<file path="config.mk">
export PLATFORM = sky130hd
export DESIGN_NAME = key_conditioner
export DESIGN_NICKNAME = d
export VERILOG_FILES = /design/src/rtl/pong_pkg.sv /design/src/rtl/key_debounce_channel.sv /design/src/rtl/key_conditioner.sv
export SDC_FILE = /design/constraint.sdc
export NUM_CORES = 1
export LEC_CHECK = 0
export ABC_AREA = 1
export CAP_MARGIN = 20
export CORE_MARGIN = 8
export CORE_UTILIZATION = 26
export CTS_CLUSTER_DIAMETER = 120
export CTS_CLUSTER_SIZE = 8
export DETAILED_ROUTE_END_ITERATION = 8
export PLACE_DENSITY = 0.44
export SLEW_MARGIN = 10
export SYNTH_ARGS = -nofsm -noshare
export SYNTH_HDL_FRONTEND = slang
export SYNTH_SLANG_ARGS = --single-unit
</file>
<file path="constraint.sdc">
create_clock -name clk_i -period 2.4 [get_ports clk_i]
set_clock_uncertainty 0.1 [all_clocks]
set_input_delay 0.24 -clock clk_i [delete_from_list [all_inputs] [get_ports clk_i]]
set_output_delay 0.24 -clock clk_i [all_outputs]
set_load 0.1 [all_outputs]
</file>
<file path="src/rtl/pong_pkg.sv">
// Shared constants and types for the pong board front end.
// Timing defaults assume the 27 MHz board clock.
package pong_pkg;

  localparam int DEBOUNCE_10MS = 270_000;
  localparam int REPEAT_500MS  = 13_500_000;
  localparam int REPEAT_100MS  = 2_700_000;

  typedef enum logic [1:0] {
    RELEASED,
    HELD_DELAY,
    HELD_REPEAT
  } key_state_t;

endpackage

</file>
<file path="src/rtl/key_debounce_channel.sv">
// One key channel: two-flop synchroniser, debounce counter, held-state FSM
// and auto-repeat counter, with registered level and pulse outputs.
module key_debounce_channel
  import pong_pkg::*;
#(
  parameter int ACTIVE_LOW      = 1,
  parameter int DEBOUNCE_CYCLES = DEBOUNCE_10MS,
  parameter int REPEAT_EN       = 1,
  parameter int REPEAT_DELAY    = REPEAT_500MS,
  parameter int REPEAT_PERIOD   = REPEAT_100MS
) (
  input  logic clk_i,
  input  logic rst_i,
  input  logic key_i,
  output logic pressed_o,
  output logic press_o,
  output logic release_o
);

  localparam int DB_W    = $clog2(DEBOUNCE_CYCLES + 1);
  localparam int REP_MAX = (REPEAT_DELAY > REPEAT_PERIOD) ? REPEAT_DELAY : REPEAT_PERIOD;
  localparam int REP_W   = $clog2(REP_MAX + 1);

  if (DEBOUNCE_CYCLES < 1 || REPEAT_DELAY < 1 || REPEAT_PERIOD < 1) begin : g_bad_param
    $error("key_debounce_channel: timing parameters must be >= 1");
  end

  logic             key_corr;
  logic [1:0]       sync_d, sync_q;
  logic [DB_W-1:0]  cnt_d, cnt_q;
  logic             stable_d, stable_q;
  logic [REP_W-1:0] rep_d, rep_q;
  key_state_t       state_d, state_q;
  logic             pressed_d, pressed_q;
  logic             press_d, press_q;
  logic             release_d, release_q;
  logic             press_evt, release_evt, fire;

  assign key_corr = (ACTIVE_LOW != 0) ? ~key_i : key_i;

  always_comb begin
    // NOTE: every combinational output gets a default first so no path can infer a latch.
    sync_d   = {sync_q[0], key_corr};
    cnt_d    = cnt_q;
    stable_d = stable_q;
    // The counter restarts on any return to the stable level, so short glitches vanish.
    if (sync_q[1] == stable_q) begin
      cnt_d = '0;
    end else if (cnt_q == DB_W'(DEBOUNCE_CYCLES - 1)) begin
      stable_d = ~stable_q;
      cnt_d    = '0;
    end else begin
      cnt_d = cnt_q + DB_W'(1);
    end
  end

  // Accepted edges are seen one cycle after stable changes, aligned with pressed_q.
  assign press_evt   = stable_q & ~pressed_q;
  assign release_evt = ~stable_q & pressed_q;

  always_comb begin
    state_d = state_q;
    rep_d   = rep_q;
    fire    = 1'b0;
    unique case (state_q)
      RELEASED: begin
        if (press_evt) begin
          state_d = HELD_DELAY;
          rep_d   = (REPEAT_EN != 0) ? REP_W'(REPEAT_DELAY) : '0;
        end
      end
      HELD_DELAY, HELD_REPEAT: begin
        // A release wins over a repeat expiring in the same cycle.
        if (release_evt) begin
          state_d = RELEASED;
          rep_d   = '0;
        end else if (REPEAT_EN != 0 && rep_q == REP_W'(1)) begin
          fire    = 1'b1;
          state_d = HELD_REPEAT;
          rep_d   = REP_W'(REPEAT_PERIOD);
        end else if (rep_q != '0) begin
          rep_d = rep_q - REP_W'(1);
        end
      end
      default: begin
        state_d = RELEASED;
        rep_d   = '0;
      end
    endcase
  end

  assign pressed_d = stable_q;
  assign press_d   = press_evt | fire;
  assign release_d = release_evt;

  always_ff @(posedge clk_i) begin
    // NOTE: sequential state uses non-blocking assignments so every flop samples pre-edge values.
    if (rst_i) begin
      sync_q    <= '0;
      cnt_q     <= '0;
      stable_q  <= 1'b0;
      rep_q     <= '0;
      state_q   <= RELEASED;
      pressed_q <= 1'b0;
      press_q   <= 1'b0;
      release_q <= 1'b0;
    end else begin
      sync_q    <= sync_d;
      cnt_q     <= cnt_d;
      stable_q  <= stable_d;
      rep_q     <= rep_d;
      state_q   <= state_d;
      pressed_q <= pressed_d;
      press_q   <= press_d;
      release_q <= release_d;
    end
  end

  assign pressed_o = pressed_q;
  assign press_o   = press_q;
  assign release_o = release_q;

endmodule

</file>
<file path="src/rtl/key_conditioner.sv">
// N-channel push-button conditioner: fans keys out to independent
// debounce/auto-repeat channels and gathers their outputs.
module key_conditioner
  import pong_pkg::*;
#(
  parameter int N_KEYS          = 3,
  parameter int ACTIVE_LOW      = 1,
  parameter int DEBOUNCE_CYCLES = DEBOUNCE_10MS,
  parameter int REPEAT_EN       = 1,
  parameter int REPEAT_DELAY    = REPEAT_500MS,
  parameter int REPEAT_PERIOD   = REPEAT_100MS
) (
  input  logic              clk_i,
  input  logic              rst_i,
  input  logic [N_KEYS-1:0] keys_i,
  output logic [N_KEYS-1:0] pressed_o,
  output logic [N_KEYS-1:0] press_o,
  output logic [N_KEYS-1:0] release_o
);

  for (genvar i = 0; i < N_KEYS; i++) begin : g_ch
    key_debounce_channel #(
      .ACTIVE_LOW      (ACTIVE_LOW),
      .DEBOUNCE_CYCLES (DEBOUNCE_CYCLES),
      .REPEAT_EN       (REPEAT_EN),
      .REPEAT_DELAY    (REPEAT_DELAY),
      .REPEAT_PERIOD   (REPEAT_PERIOD)
    ) u_ch (
      .clk_i     (clk_i),
      .rst_i     (rst_i),
      .key_i     (keys_i[i]),
      .pressed_o (pressed_o[i]),
      .press_o   (press_o[i]),
      .release_o (release_o[i])
    );
  end

endmodule

</file>
After elaboration in Yosys (flattened, before gate mapping)
Index checks and enable logic that the tools add are counted.
{"block": "word_totals", "input_bits": 5, "ff_bits": 153}
{"block": "op_classes", "bitwise_logic": 21, "muxes": 36, "add_sub_neg": 6, "eq_ne": 24, "n_reduce_logical": 21}
{"op": "2-to-1 mux 24 bit", "count": 12}
{"op": "case mux 24 bit (2 select lines)", "count": 3}
{"op": "== test 24 x 1 -> 1 bit, second input constant", "count": 3}
{"op": "nonzero test 24 bit", "count": 3}
{"op": "subtractor 24 x 1 -> 24 bit, second input constant", "count": 3}
{"op": "adder 19 x 1 -> 19 bit, second input constant", "count": 3}
{"op": "== test 19 bit, second input constant", "count": 3}
{"op": "2-to-1 mux 2 bit", "count": 9}
{"op": "AND reduction 2 bit", "count": 9}
{"op": "!= test 4 x 1 -> 1 bit, second input constant", "count": 3}
{"op": "inverter 1 bit", "count": 12}
{"op": "case mux 2 bit (2 select lines)", "count": 3}
{"op": "2-to-1 mux 1 bit", "count": 9}
{"op": "!= test 3 x 1 -> 1 bit, second input constant", "count": 3}
{"op": "OR reduction 3 bit", "count": 3}
{"op": "AND 1 bit", "count": 6}
{"op": "== test 2 x 1 -> 1 bit, second input constant", "count": 3}
{"op": "== test 2 bit, second input constant", "count": 3}
{"op": "logical NOT 2 bit", "count": 3}
{"op": "!= test 2 x 1 -> 1 bit, second input constant", "count": 3}
{"op": "OR reduction 2 bit", "count": 3}
{"op": "== test 1 bit", "count": 3}
{"op": "bitwise OR 1 bit", "count": 3}

Depth between registers and ports, before layout
{"block": "depth", "ltp_word": 5, "depth_mapped": 12, "depth_no_buf": 12}

Hierarchy
Synthesis repeated with hierarchy kept, for this count alone.
{"block": "hier_totals", "cells_unflattened": 1297, "area_unflattened_um2": 8797.2}
{"mod": "key_debounce_channel (g_ch[0].u_ch ...)", "seq_area_each_um2": 1021.0, "area_each_um2": 2939.1, "n_inst": 2, "cells_per_inst": 437}
{"mod": "key_debounce_channel (g_ch[2].u_ch)", "seq_area_each_um2": 1021.0, "area_each_um2": 2919.0, "n_inst": 1, "cells_per_inst": 423}

Least setup slack after synthesis
Ideal clock, no wire load.
{"block": "synth_timing", "path_kind": "register to register", "start": "register g_ch[0].u_ch.cnt_q[0]", "end": "register g_ch[0].u_ch.cnt_q[12]", "t_required_ns": 2.178, "setup_slack_ns": 0.653, "setup_ns": 0.122, "period_less_slack_ns": 1.747, "arrival_time_ns": 1.524, "path_stages_with_launch": 9, "path_cell_list": "dfxtp_1 -> ha_1 -> nand3_1 -> or2_2 -> nor4_1 -> nand2_1 -> nand2_2 -> buf_4 -> nor3_1"}
{"block": "synth_between", "elab_chain_len": 2, "word_cells_on_any_way": 3, "classes_between": "add/sub: 1; eq/ne: 1; reduce/logical: 1"}
{"item": "from (decl)", "line": "key_debounce_channel.sv:30", "source": "logic [DB_W-1:0] cnt_d, cnt_q;"}
{"item": "from (signal assigned)", "line": "key_debounce_channel.sv:109", "source": "cnt_q <= cnt_d;"}
{"item": "branches (longest 2 deep; another with adder 19 x 1 -> 19 bit)"}
Several ways; the timed one is not identified.
A chain may end at the register's enable or synchronous reset.

Worst setup path after layout
{"block": "layout_timing", "start": "register g_ch[2].u_ch.rep_q[0]", "end": "register g_ch[2].u_ch.rep_q[13]"}
{"block": "layout_between", "elab_chain_len": 5, "word_cells_on_any_way": 9, "classes_between": "add/sub: 1; eq/ne: 2; mux: 4; reduce/logical: 2"}
{"item": "from (decl)", "line": "key_debounce_channel.sv:32", "source": "logic [REP_W-1:0] rep_d, rep_q;"}
{"item": "from (signal assigned)", "line": "key_debounce_channel.sv:111", "source": "rep_q <= rep_d;"}
{"item": "subtractor 24 x 1 -> 24 bit", "line": "key_debounce_channel.sv:82", "source": "rep_d = rep_q - REP_W'(1);"}
{"item": "2-to-1 mux 24 bit", "line": "key_debounce_channel.sv:81", "source": "end else if (rep_q != '0) begin"}
{"item": "2-to-1 mux 24 bit", "line": "key_debounce_channel.sv:77", "source": "end else if (REPEAT_EN != 0 && rep_q == REP_W'(1)) begin"}
{"item": "2-to-1 mux 24 bit", "line": "key_debounce_channel.sv:74", "source": "if (release_evt) begin"}
{"item": "case mux 24 bit (2 select lines)", "line": "key_debounce_channel.sv:65", "source": "unique case (state_q)"}
Several ways; a longest one is shown, not always the timed one. The select of a mux whose other input is x is not followed.

==> impl_metrics.ini <==
[die]
dieWidth_um = 200
ioPinCount = 14
die-area_sq_mm = 0.0401
core_area_sq_mm = 0.0335
start_util_pct = 26.3
placementRows = 67
die_y_um = 200

[clock_tree]
clockBufferDepth = 2
cts_resized = 0
clock-root-buffer = clkbuf_16
ctsHtreeMaxLevel = 4
cts_sinks = 153
cts_tree = yes
path_clk_slew_ns = 0.07
clock_latency_ns = 0.43
post-cts-setup-buffers = 0
cts_hold_buf = 0
cts_buffers = 17

[routing]
wl_per_cell_um = 12.9
vias = 8134
avgViaCountPerCell = 4.45
drt-initial-drc-count = 503
drt_wl_total_um = 23500
first_pass_iters = 4
drtAntennaViolNets = 0
drc_errors = 0

[placement]
port_buffers = 13
dp_hpwl_um = 17100
gp_congestion = 0.833
dpl_cell_area_sq_mm = 0.00940

[cells_and_area]
area_growth_pct = 13.2
nets = 1385
finish.instance_area_sq_mm = 0.00999
num_antenna_cells = 0
final_layout_size_suffix_gt1_share_pct = 10.4

[worst_setup_path]
slowest_delay_ns = 0.32
critPathMaxFanout = 20
reg2reg_to = g_ch[2].u_ch.rep_q[13]$_SDFFE_PP0P_
worstPathCellList = inv_1 > ha_1 > nand2_2 > nor2_8 > nand3_2 > nand2_2 > nand2_4 > inv_2 > nand2_1 > a21oi_1
path_class = reg2reg
crit_start = g_ch[2].u_ch.rep_q[0]$_SDFFE_PP0P_
reg2regPathDepth = 10
start_kind = register
worst_path_max_delay_cell = dfxtp_1
r2r_slack_ns = 0.31
required_ns = 2.66
crit_top_cell = nand2_2
crit_path_end_kind = register
cp.arrival_ns = 2.35
crit_end = g_ch[2].u_ch.rep_q[13]$_SDFFE_PP0P_
r2r-start = g_ch[2].u_ch.rep_q[0]$_SDFFE_PP0P_

[synth]
ys_warn_count = 0
syn_area_per_cell_sq_um = 6.55
syn-cell-area_sq_mm = 0.00883
yosys-top-cells-area = dfxtp_1, nand2_1, nor2_1, a21oi_1, inv_1
synth_fp_nets = 1368
seq_area_frac_synth_pct = 34.7
synth_top_cell_by_area = dfxtp_1
yosysUniqueCellTypes = 38
synthCells = 1348
yosysTopAreaCellShare_pct = 34.7
synth-seq-cells = 153

[timing]
rsz0062_at_grt = no
slew_viol_final = 0
setup_viol = 0
finalCriticalPeriod_ns = 2.09
min_period_over_period_pct = 87.3
tightestPinTransition_ns = 0.527
maxSlewHeadroom_pct = 64.7
hold_viol = 0
setup_tns_ns = 0
fmax_mhz = 477

[global_routing]
grt_pass1_vias = 7929
grt_use_total_pct = 11.9
grt_max_degree = 81
grt_remaining_overflow = 0
grt_antenna_before_repair = 0
grt_pass1_wl_um = 40200

[run]
cap_violations = 0

[power_and_ir_drop]
power-per-cell-area_mw_per_mm2 = 951
irDropWorstVdd_mv = 0.515
finalPower_mw = 9.50
p_leak_nw = 3.97

[outcome]
status = completed

[min_path]
min_path_type = in2reg
hp-start = rst_i
[state kept, by name, indices dropped and copies added, names as in the netlist]
name                 flops
g_ch.u_ch.release_o      3
g_ch.u_ch.cnt_q         57
g_ch.u_ch.sync_q         6
g_ch.u_ch.pressed_o      3
g_ch.u_ch.state_q        6
g_ch.u_ch.rep_q         72
g_ch.u_ch.pressed_d      3
g_ch.u_ch.press_o        3
[layout by cell type (no fill, tap or decap), types with 3 or more instances in the layout]
master | Yosys | routed
a21oi_4 | 3 | 3
nor2_4 | 8 | 8
nand2_2 | 12 | 12
xor2_1 | 14 | 14
nand2_1 | 364 | 364
nor4_1 | 5 | 5
a21oi_2 | 6 | 6
inv_6 | 0 | 5
inv_1 | 132 | 132
a31oi_1 | 5 | 5
nor2_1 | 223 | 223
nor2_2 | 22 | 22
nand2_4 | 8 | 8
nand3_1 | 86 | 86
or2_2 | 10 | 10
nor3b_1 | 14 | 14
ha_1 | 15 | 15
nor3_1 | 28 | 28
clkdlybuf4s50_1 | 0 | 3
o21bai_1 | 4 | 4
nand4_1 | 31 | 31
clkinv_2 | 1 | 3
clkbuf_16 | 0 | 17
o21ai_0 | 39 | 39
dfxtp_1 | 153 | 153
buf_4 | 12 | 28
a21oi_1 | 102 | 102
nand3_4 | 3 | 3
xnor2_1 | 13 | 13
[cells in the mapped netlist (all sizes together)]
master  instances
o21ai          42
o21bai          4
a21oi         111
clkinv          1
or2            10
buf            24
inv           135
clkbuf         10
nand3b          1
nor2          254
a31oi           5
xor2           14
nand2         384
nor4            5
a31o            1
ha             15
o21a            1
nor3b          14
xnor2          13
dfxtp         153
nand4          31
nand3          90
nor3           30
[worst min-delay path by stage]
stage                     depth (start not counted)                                end  slack [ns]
after floorplan                                   1  g_ch[0].u_ch.sync_q[0]$_SDFF_PP0_        0.21
after global placement                            1   g_ch[0].u_ch.cnt_q[0]$_SDFF_PP0_        0.33
after detailed placement                          1   g_ch[0].u_ch.cnt_q[0]$_SDFF_PP0_        0.34
after CTS                                         2  g_ch[0].u_ch.sync_q[0]$_SDFF_PP0_        0.19
after global routing                              2  g_ch[0].u_ch.sync_q[0]$_SDFF_PP0_        0.23
final                                             4  g_ch[2].u_ch.cnt_q[14]$_SDFF_PP0_        0.19
[metal layers]
| metal | up-vias | GRT usage (%) | share of wire (%) |
|---|---|---|---|
| met2 | 94 | 19.3 | 45 |
| met1 | 3658 | 15.9 | 52 |
| met5 | - | 0 | 0 |
| li1 | 4359 | - | - |
| met4 | 0 | 3.97 | 1.5 |
| met3 | 23 | 1.92 | 2.4 |
[worst max-delay path: cells and delay by family (launching register included)]
kind	cells	cell delay, ns
buf+inv	2	0.40
fa+ha+maj	1	0.25
compound gates	1	0.15
simple gates	6	0.79
flops	1	0.32
[cells by family after synthesis]
logic type / count (synthesis) / synth area share (%)
simple gates: 819 / 41.6
buf+inv: 170 / 8.63
compound gates: 164 / 10.3
flops: 153 / 34.7
xor+xnor: 27 / 2.68
fa+ha+maj: 15 / 2.13
[area by class of cell]
class	count	area (sq um)
Sequential cell	153	3060
Clock inverter	13	135
Inverter	136	514
Multi-Input combinational cell	1025	5000
Tap cell	448	561
Timing Repair Buffer	32	260
Fill cell	3713	23500
Clock buffer	19	453
[per-stage QoR]
| stage | util, % | instances | setup slack [ns] | hold WS [ns] |
|---|---|---|---|---|
| global route | 29.8 | 1826 | 0.0709 | 0.228 |
| finish | 29.8 | 1826 | 0.306 | 0.193 |
| CTS | 29.8 | 1826 | 0.208 | 0.193 |
| detailed placement | 28.0 | 1794 | 0.232 | 0.344 |
| floorplan | - | 1348 | 0.653 | 0.207 |
| global placement | 28.0 | 1794 | 0.271 | 0.329 |
[power breakdown]
| part | switching, mW | internal, mW |
|---|---|---|
| clock network | 1.20 | 1.51 |
| registers | 0.269 | 2.76 |
| logic | 2.50 | 1.27 |
| total | 3.97 | 5.54 |
Note: power is estimated with default switching activity, not from simulation.
